## src/rtl/status_flag_unit.sv

```systemverilog
// Architectural Z/C/N/V status register with a forwarded next value
// and a one-entry shadow copy for exception save/restore.
module status_flag_unit #(
  parameter int unsigned DATA_WIDTH  = 32,
  parameter logic [3:0]  RESET_FLAGS = 4'b0000
) (
  input  logic                  clk,
  input  logic                  rst,
  input  logic                  exe_valid,
  input  logic                  s_bit,
  input  logic [3:0]            exe_cmd,
  input  logic [DATA_WIDTH-1:0] alu_result,
  input  logic                  alu_carry,
  input  logic                  alu_overflow,
  input  logic                  freeze,
  input  logic                  flush,
  input  logic                  save,
  input  logic                  restore,
  output logic [3:0]            status_out,
  output logic [3:0]            status_fwd,
  output logic [3:0]            shadow_out,
  output logic                  flags_updated
);

  logic       is_arith;
  logic       is_logic;
  logic       zn;
  logic       nn;
  logic       upd;
  logic [3:0] new_flags;

  always_comb begin
    is_arith = 1'b0;
    is_logic = 1'b0;
    unique case (exe_cmd)
      4'b0010, 4'b0011, 4'b0100, 4'b0101:          is_arith = 1'b1;
      4'b0001, 4'b1001, 4'b0110, 4'b0111, 4'b1000: is_logic = 1'b1;
      default: ;
    endcase
  end

  assign zn  = (alu_result == '0);
  assign nn  = alu_result[DATA_WIDTH-1];
  assign upd = exe_valid & s_bit & ~flush & ~freeze & (is_arith | is_logic);

  // Logical ops keep C/V from the current register, so back-to-back writers never see stale values.
  always_comb begin
    if (is_arith) new_flags = {zn, alu_carry, nn, alu_overflow};
    else          new_flags = {zn, status_out[2], nn, status_out[0]};
  end

  always_comb begin
    status_fwd = status_out;
    if (!rst && !freeze) begin
      if (restore)  status_fwd = shadow_out;
      else if (upd) status_fwd = new_flags;
    end
  end

  always_ff @(posedge clk or posedge rst) begin
    if (rst) begin
      status_out    <= RESET_FLAGS;
      shadow_out    <= RESET_FLAGS;
      flags_updated <= 1'b0;
    end else begin
      status_out    <= status_fwd;
      flags_updated <= upd & ~restore;
      if (save && !freeze) shadow_out <= status_out;
    end
  end

endmodule
```

## config.mk

```make
export PLATFORM = sky130hd
export DESIGN_NAME = status_flag_unit
export DESIGN_NICKNAME = d
export VERILOG_FILES = /design/src/rtl/status_flag_unit.sv
export SDC_FILE = /design/constraint.sdc
export NUM_CORES = 1
export LEC_CHECK = 0
export BUFFER_PORTS_ARGS = -buffer_cell sky130_fd_sc_hd__clkbuf_2
export CAP_MARGIN = 30
export CORE_UTILIZATION = 35
export CTS_CLUSTER_DIAMETER = 50
export DETAILED_ROUTE_END_ITERATION = 6
export PLACE_DENSITY = 0.91
export RECOVER_POWER = 100
export REMOVE_ABC_BUFFERS = 1
export SETUP_SLACK_MARGIN = 0.4
export SYNTH_ARGS = -nofsm -noshare
export SYNTH_HDL_FRONTEND = slang
export SYNTH_SLANG_ARGS = --single-unit
```

## constraint.sdc

```tcl
create_clock -name clk -period 1.9 [get_ports clk]
set_clock_uncertainty 0.05 [all_clocks]
set_input_delay 0.095 -clock clk [delete_from_list [all_inputs] [get_ports clk]]
set_output_delay 0.095 -clock clk [all_outputs]
set_load 0.005 [all_outputs]
```

# After elaboration in Yosys (flattened, before gate mapping)
# Cells that the tools add are included.
# W data, S select, Z words.
[totals]
ff_bits = 9
input_bits = 46
output_inout_bits = 13
elab_cells = 34
[op_classes]
n_eq_ne = 9
mux = 6
bitwise_logic = 9
reduce_logical = 7
[ops]
columns = ["op", "n"]
rows = [
  ["$logic_not A32 Y1", 1],
  ["$eq A4 B3 Y1 const B", 4],
  ["$mux W4", 3],
  ["$eq A4 B2 Y1 const B", 2],
  ["$eq A4 B4 Y1 const B", 2],
  ["$and A1 B1 Y1", 5],
  ["$reduce_or A5 Y1", 1],
  ["$eq A4 B1 Y1 const B", 1],
  ["$reduce_or A4 Y1", 1],
  ["$mux W3", 1],
  ["$not A1 Y1", 3],
  ["$logic_and A1 B1 Y1", 2],
  ["$logic_not A1 Y1", 2],
  ["$mux W1", 2],
  ["$or A1 B1 Y1", 1],
]

# Depth between registers and ports, before layout
# Gate-level depths: netlist of the first run.
[logic_depth]
depth_word = 8
depth_mapped = 5
depth_no_buf = 4

# Least setup slack after synthesis of the first run
# No wires, ideal clock.
[synth_path]
path_kind = "input to output"
startpoint = "input restore"
endpoint = "output status_fwd[3]"
arrival_ns = 1.145
required_time_ns = 1.755
slack_ns = 0.610
path_stages = 5
path_buffers = 1
cell_sequence = "buf_6 nor4_2 nand4_1 or4_1 nand3_1"
[synth_via]
elab_chain_cells = 2
[synth_rtl]
columns = ["item", "line", "text"]
rows = [
  ["start, declared", "18", "input logic restore,"],
  ["$mux W4", "55", "if (restore) status_fwd = shadow_out;"],
  ["$mux W4", "54", "if (!rst && !freeze) begin"],
  ["end, declared", "20", "output logic [3:0] status_fwd,"],
]
# Every way passes these cells.

# Final worst setup path of the first run
[layout_path]
startpoint = "input exe_cmd[0]"
endpoint = "output status_fwd[1]"
[layout_via]
elab_chain_cells = 8
elab_cells_between_ends = 18
cone_classes = "eq/ne (9); mux (5); bitwise (2); reduce/logical (2)"
[layout_rtl]
columns = ["item", "line", "text"]
rows = [
  ["start, declared", "11", "input logic [3:0] exe_cmd,"],
  ["$eq A4 B1 Y1, or another cell as far along", "35", "unique case (exe_cmd)"],
  ["$reduce_or A5 Y1 or $reduce_or A4 Y1 (tied branches)", "35", ""],
  ["$mux W1", "35", ""],
  ["$or A1 B1 Y1 (*)", "44", "assign upd = exe_valid & s_bit & ~flush & ~freeze & (is_arith | is_logic);"],
  ["$and A1 B1 Y1 (*)", "44", ""],
  ["$mux W4 (*)", "56", "else if (upd) status_fwd = new_flags;"],
  ["$mux W4 (*)", "55", ""],
  ["$mux W4 (*)", "54", ""],
]
# Every way passes the cells marked *; elsewhere a longest branch is shown, timed or not.

==> results of run 1 <==
[power breakdown]
part | switching [mW] | leakage, nW | internal [mW]
Combinational | 0.0908 | 0.328 | 0.103
Sequential | 0.0233 | 0.115 | 0.222
Clock | 0.0711 | 0.0150 | 0.0812
Total | 0.185 | 0.457 | 0.406
[final timing paths]
check | from | end | slack, ps | depth (start not counted)
max in group asynchronous | rst | flags_updated | 1190 | 3
min reg2reg | shadow_out[0] | shadow_out[0] | 480 | 2
max reg2reg | status_out[1] | status_out[1] | 810 | 3
min | restore | flags_updated | 120 | 2
max | exe_cmd[0] | status_fwd[1] | 240 | 6
min in group asynchronous | rst | shadow_out[2] | 350 | 3
[placed cells by master, fill, tap and decap left out, drive strengths merged, types with 3 or more instances in the layout]
cell type  count
buf            3
clkbuf        61
dfrtp          9
mux2           3
nand2          3
nand3          4
nor2           6
nor4           8
[Yosys cell counts]
library cell / count / area share, %
a211oi_1: 1 / 1.4
a21oi_1: 1 / 0.93
buf_6: 1 / 2.1
dfrtp_1: 9 / 42
inv_1: 2 / 1.4
mux2_2: 3 / 6.3
mux2i_1: 1 / 1.9
nand2_1: 3 / 2.1
nand2b_1: 1 / 1.2
nand3_1: 4 / 3.7
nand3b_1: 1 / 1.4
nand4_1: 1 / 1.2
nand4bb_1: 1 / 2.1
nor2_1: 6 / 4.2
nor2b_1: 1 / 1.2
nor3_1: 2 / 1.9
nor4_1: 7 / 8.1
nor4_2: 1 / 2.3
o211ai_1: 1 / 1.4
o21a_1: 1 / 1.4
o21ai_0: 2 / 1.9
o221a_2: 1 / 2.1
o22a_1: 1 / 1.6
o22ai_1: 1 / 1.2
or2_2: 1 / 1.2
or4_1: 2 / 2.8
xnor2_1: 1 / 1.6
[sequential cells by signal, indices dropped and copies added (netlist names)]
name           count
status_out         4
shadow_out         4
flags_updated      1
[routing by layer]
metal | share of wire (%) | track usage, %
met1 | 36 | 25.17
met2 | 52 | 37.11
met3 | 8.1 | 7.065
met4 | 3.2 | 9.677
met5 | 0 | 0
[final cells by class]
type / instances / area [µm²] / share of cell area, %
Inverter: 2 / 7.507 / 0.7979
Sequential cell: 9 / 225.2 / 23.94
Multi-Input combinational cell: 45 / 349.1 / 37.10
Timing Repair Buffer: 61 / 314.1 / 33.38
Tap cell: 15 / 18.77 / 1.995
Clock buffer: 4 / 26.28 / 2.793
[stage by stage]
stage               setup WS, ps  hold slack (ps)
finish                     239.9            115.0
global route               209.8            124.9
CTS                        405.3            83.12
detailed placement         298.1            32.63
global placement           359.5            20.15
floorplan                  626.9           -127.1
[timing repair]
item                                    in CTS  in global routing
hold buffers                                 1                  0
gates resized for setup                      1                 16
endpoints found under the setup margin       2                  3
pin swaps                                    2                  5
buffers inserted                             1                  1
hold endpoints to repair                     9                  0
[worst max-delay path: cells and delay by family]
| kind | cells | cell delay, ps |
|---|---|---|
| buf+inv | 2 | 290 |
| simple gates | 3 | 770 |
| compound gates | 1 | 360 |
[cell families (layout without fill, tap and decap cells)]
group / count (synthesis) / count (layout) / synth area share, %
simple gates: 31 / 31 / 33.18
compound gates: 9 / 9 / 11.83
xor+xnor: 1 / 1 / 1.624
flops: 9 / 9 / 41.76
buf+inv: 3 / 67 / 3.481
mux: 4 / 4 / 8.120
==> results.yml, run 1 <==
run_status:
  status: "finished clean"
clock_tree:
  clk_latency_ps: 260
  cts-root-buf: "clkbuf_4"
  cts_tree: "yes"
  cts_max_level: 1
  clock_path_buffers: 2
  cts_sinks: 9
  clk_pin_slew_ps: 60
  cts_buffers: 3
drt:
  drt-initial-drc-count: 34
  avgViaCountPerCell: 5.846
  num_vias: 795
  drc: 0
  drt-pass1-iter-count: 4
  post_drt_wl_per_cell_um: 18.40
  ant_nets: 0
  finalWirelength_um: 2502
pwr:
  peakVddDrop_mv: 0.4527
  power-per-cell-area_mw_per_mm2: 628.8
  leakagePower_nw: 0.4574
  power.total_mw: 0.5917
placement:
  place_inst: 129
  gp_congestion: 0.8207
  hpwl_um: 1369
  port_buffers: 58
  placed_area_um2: 837.1
yosys:
  syn_area_um2: 539.3
  synth-seq-area-share_pct: 41.76
  yosysUniqueCellTypes: 27
  avgSynthCellArea_um2: 9.461
  ys_ff_latch: 9
  syn_inst: 57
  yosys_warnings: 0
floorplanning:
  coreArea_mm2: 0.001366
  fp.dieW_um: 41.25
  initial_core_util_pct: 39.47
  die_area_mm2: 0.001702
  die_y_um: 41.25
  io_pins: 59
  std_cell_rows: 13
timing:
  grt_setup_unrepaired: "yes"
  finalCritPeriodShare_pct: 87.37
  fin_setup_tns_ps: 0
  maxSlewViolCount: 0
  period_needed_ps: 1660
  tightestPinTransition_ps: 369.2
  timing.fmax_ghz: 0.6024
  timing.max_slew.rel_slack_pct: 75.25
  setup_viol: 0
  hold_viol_final: 0
critical_path:
  cp.arrival_ps: 1520
  cpPeakStageDelay_ps: 520
  crit_path_max_fanout: 3
  crit_type: "in -> out"
  crit_slowest_cell: "or4_4"
  end_kind: "primary output"
  cp.required_ps: 1750
  cp-start-kind: "input port"
  path_cells: "buf_6 > or4_4 > nand3b_1 > nor4_2 > a211oi_1 > clkbuf_1"
global_route:
  grt_usage_pct: 22.02
  grt_pass1_vias: 621
  grt_first_pass_wirelength_um: 2421
  grt_overflow_total: 0
  antenna_found_initial: 0
  grt_max_degree: 11
layout:
  post-route-util_pct: 68.86
  drive_gt1_share_pct: 57.85
  num_antenna_cells: 0
  design_area_um2: 940.9
  finalNetCount: 168
  fill_cells: 111
  area_growth_pct: 74.48
  finalNonFillerCells: 136
hold_path:
  hold_class: "in -> reg"
job:
  drv_cap: 0
No activity file was read; power rests on OpenSTA's default activity.
==> inputs of run 2 (changes only) <==
--- a/config.mk
+++ b/config.mk
@@ -7,10 +7,11 @@
 export LEC_CHECK = 0
 export BUFFER_PORTS_ARGS = -buffer_cell sky130_fd_sc_hd__clkbuf_2
 export CAP_MARGIN = 30
-export CORE_UTILIZATION = 35
+export CORE_ASPECT_RATIO = 0.8
+export CORE_UTILIZATION = 33
 export CTS_CLUSTER_DIAMETER = 50
 export DETAILED_ROUTE_END_ITERATION = 6
-export PLACE_DENSITY = 0.91
+export PLACE_DENSITY = 0.87
 export RECOVER_POWER = 100
 export REMOVE_ABC_BUFFERS = 1
 export SETUP_SLACK_MARGIN = 0.4
==> constraint.sdc (replaced) <==
create_clock -name clk -period 1.7 [get_ports clk]
set_clock_uncertainty 0.05 [all_clocks]
set_input_delay 0.085 -clock clk [delete_from_list [all_inputs] [get_ports clk]]
set_output_delay 0.085 -clock clk [all_outputs]
set_load 0.005 [all_outputs]
==> run 2 against run 1 <==
  * Power up 8.4%
  * Flip-flop and latch count unchanged
  * Routed wire length down 23%
  * Die area up 5.8%
  * Utilization down 4.0 points
  * Setup slack worse by 94 ps
  * Register-to-register slack worse by 110 ps
  * Cell area up 0.40%
  * Final cell count up 7.4%
==> results.yml, run 2 (same netlist as run 1, synthesis figures left out) <==
critical_path:
  r2r-start: "status_out[1]"
  cp.required_ps: 1560
  crit_path_max_fanout: 3
  cp.arrival_ps: 1420
  worst_r2r_endpoint: "status_out[1]"
  crit_type: "in -> out"
  cp-start-kind: "input port"
  r2r_slack_ps: 700
  rr_worst_depth: 2
  end_kind: "primary output"
floorplanning:
  die_area_mm2: 0.001801
  die_y_um: 38.16
  std_cell_rows: 12
  fp.dieW_um: 47.20
  io_pins: 59
  coreArea_mm2: 0.001456
  initial_core_util_pct: 37.03
pwr:
  netSwitchingFraction_pct: 29.20
  p_comb_share_pct: 31.7
  peakVddDrop_mv: 0.5780
  seq_power_share_pct: 42.5
  power-per-cell-area_mw_per_mm2: 678.8
  power.total_mw: 0.6413
  internal-power_mw: 0.4540
  switchingPower_mw: 0.1872
  clkPwrFrac_pct: 25.8
  leakagePower_nw: 0.4817
layout:
  post-route-util_pct: 64.86
  num_antenna_cells: 0
  finalNetCount: 172
  largestRegisters: "shadow_out (4), status_out (4), flags_updated (1)"
  finalNonFillerCells: 146
  mostFrequentLayoutCells: "clkbuf_2, clkbuf_1, dfrtp_1, nor4_1, nor2_1"
  drive_gt1_share_pct: 55.20
  final_common_cell: "clkbuf_2"
  area_growth_pct: 75.17
clock_tree:
  cts_buffers: 3
  cts_max_level: 1
  clk_pin_slew_ps: 60
  clk_latency_ps: 260
  cts-root-buf: "clkbuf_4"
  cts_tree: "yes"
  clock_path_buffers: 2
  cts_sinks: 9
global_route:
  grt_max_degree: 10
  grt_usage_pct: 22.27
  grt_first_pass_wirelength_um: 2691
  antenna_found_initial: 0
  grt_pass1_vias: 641
  grt_overflow_total: 0
drt:
  finalWirelength_um: 1919
  post_drt_wl_per_cell_um: 13.14
  drt-pass1-iter-count: 4
  avgViaCountPerCell: 4.979
  drc: 0
  num_vias: 727
  ant_nets: 0
  drt-initial-drc-count: 16
timing:
  grt_setup_unrepaired: "yes"
  fin_setup_tns_ps: 0
  timing.fmax_ghz: 0.6436
  hold_viol_final: 0
  timing.max_slew.rel_slack_pct: 76.36
  maxSlewViolCount: 0
  period_needed_ps: 1554
  finalCritPeriodShare_pct: 91.40
  tightestPinTransition_ps: 354.3
  setup_viol: 0
placement:
  gp_congestion: 0.7599
  hpwl_um: 1459
  port_buffers: 58
  place_inst: 137
hold_path:
  hold_class: "in -> reg"
  holdPathEnd: "flags_updated"
  holdCritStartpoint: "restore"
  min_path_cells: 3
run_status:
  status: "finished clean"
job:
  drv_cap: 0
==> run 2: cell count changes in the layout (fill, tap and decap cells not counted), moves of 2 or more <==
| cell | delta |
|---|---|
| clkbuf_2 | +3 |
| nor4_1 | +6 |
| buf_6 | -2 |
| buf_4 | +2 |
| nor4_2 | -6 |
==> run 2: final cells by class <==
| type | count | area [µm²] |
|---|---|---|
| Fill cell | 135 | 511.7 |
| Timing Repair Buffer | 65 | 339.1 |
| Clock buffer | 4 | 26.28 |
| Inverter | 2 | 7.507 |
| Sequential cell | 9 | 225.2 |
| Tap cell | 21 | 26.28 |
| Multi-Input combinational cell | 45 | 320.3 |
==> run 2: through the flow <==
stage	hold WS [ps]	cell area [µm²]	worst slack, ps
2_1_floorplan	-137.1	528.0	446.9
3_3_place_gp	10.75	859.6	201.4
3_5_place_dp	32.10	859.6	137.5
4_1_cts	101.1	965.9	202.3
5_1_grt	113.4	944.7	76.80
6_report	109.9	944.7	146.2
==> run 2: power by group through the flow <==
stage	logic (mW)	registers, mW	clock network (mW)
after floorplan	0.0711	0.277	0
after global placement	0.188	0.276	0
after detailed placement	0.194	0.276	0
after CTS	0.210	0.272	0.172
after global routing	0.220	0.278	0.182
final	0.204	0.273	0.165
==> run 2: worst max-delay path: stages <==
cell and delay, ps:
clkbuf_8 110, nand4bb_2 220, nand3b_1 200, clkbuf_1 150, clkbuf_4 150, a211oi_1 320, clkbuf_2 180
==> run 2: worst max path at each step <==
stage | from | to | slack [ps] | cells past startpoint
finish | freeze | status_fwd[1] | 150 | 7
global route | freeze | status_fwd[1] | 80 | 7
floorplan | flush | status_fwd[3] | 450 | 4
CTS | exe_cmd[1] | status_fwd[1] | 200 | 6
global placement | freeze | status_fwd[3] | 200 | 6
detailed placement | freeze | status_fwd[3] | 140 | 6
==> run 2: repair_timing <==
| action | in CTS | in global routing |
|---|---|---|
| pin swaps | 6 | 2 |
| setup endpoints to repair | 4 | 4 |
| gates resized for setup | 5 | 3 |
| setup buffers | 4 | 0 |
| hold buffers | 1 | 0 |
| endpoints found under the hold margin | 9 | 0 |
==> run 2: per-layer routing <==
metal / track usage (%) / part of all wire (%) / vias up
li1: - / - / 358
met3: 9.434 / 6.1 / 2
met5: 0 / 0 / -
met4: 6.429 / 0.47 / 0
met1: 24.63 / 36 / 335
met2: 38.54 / 58 / 32
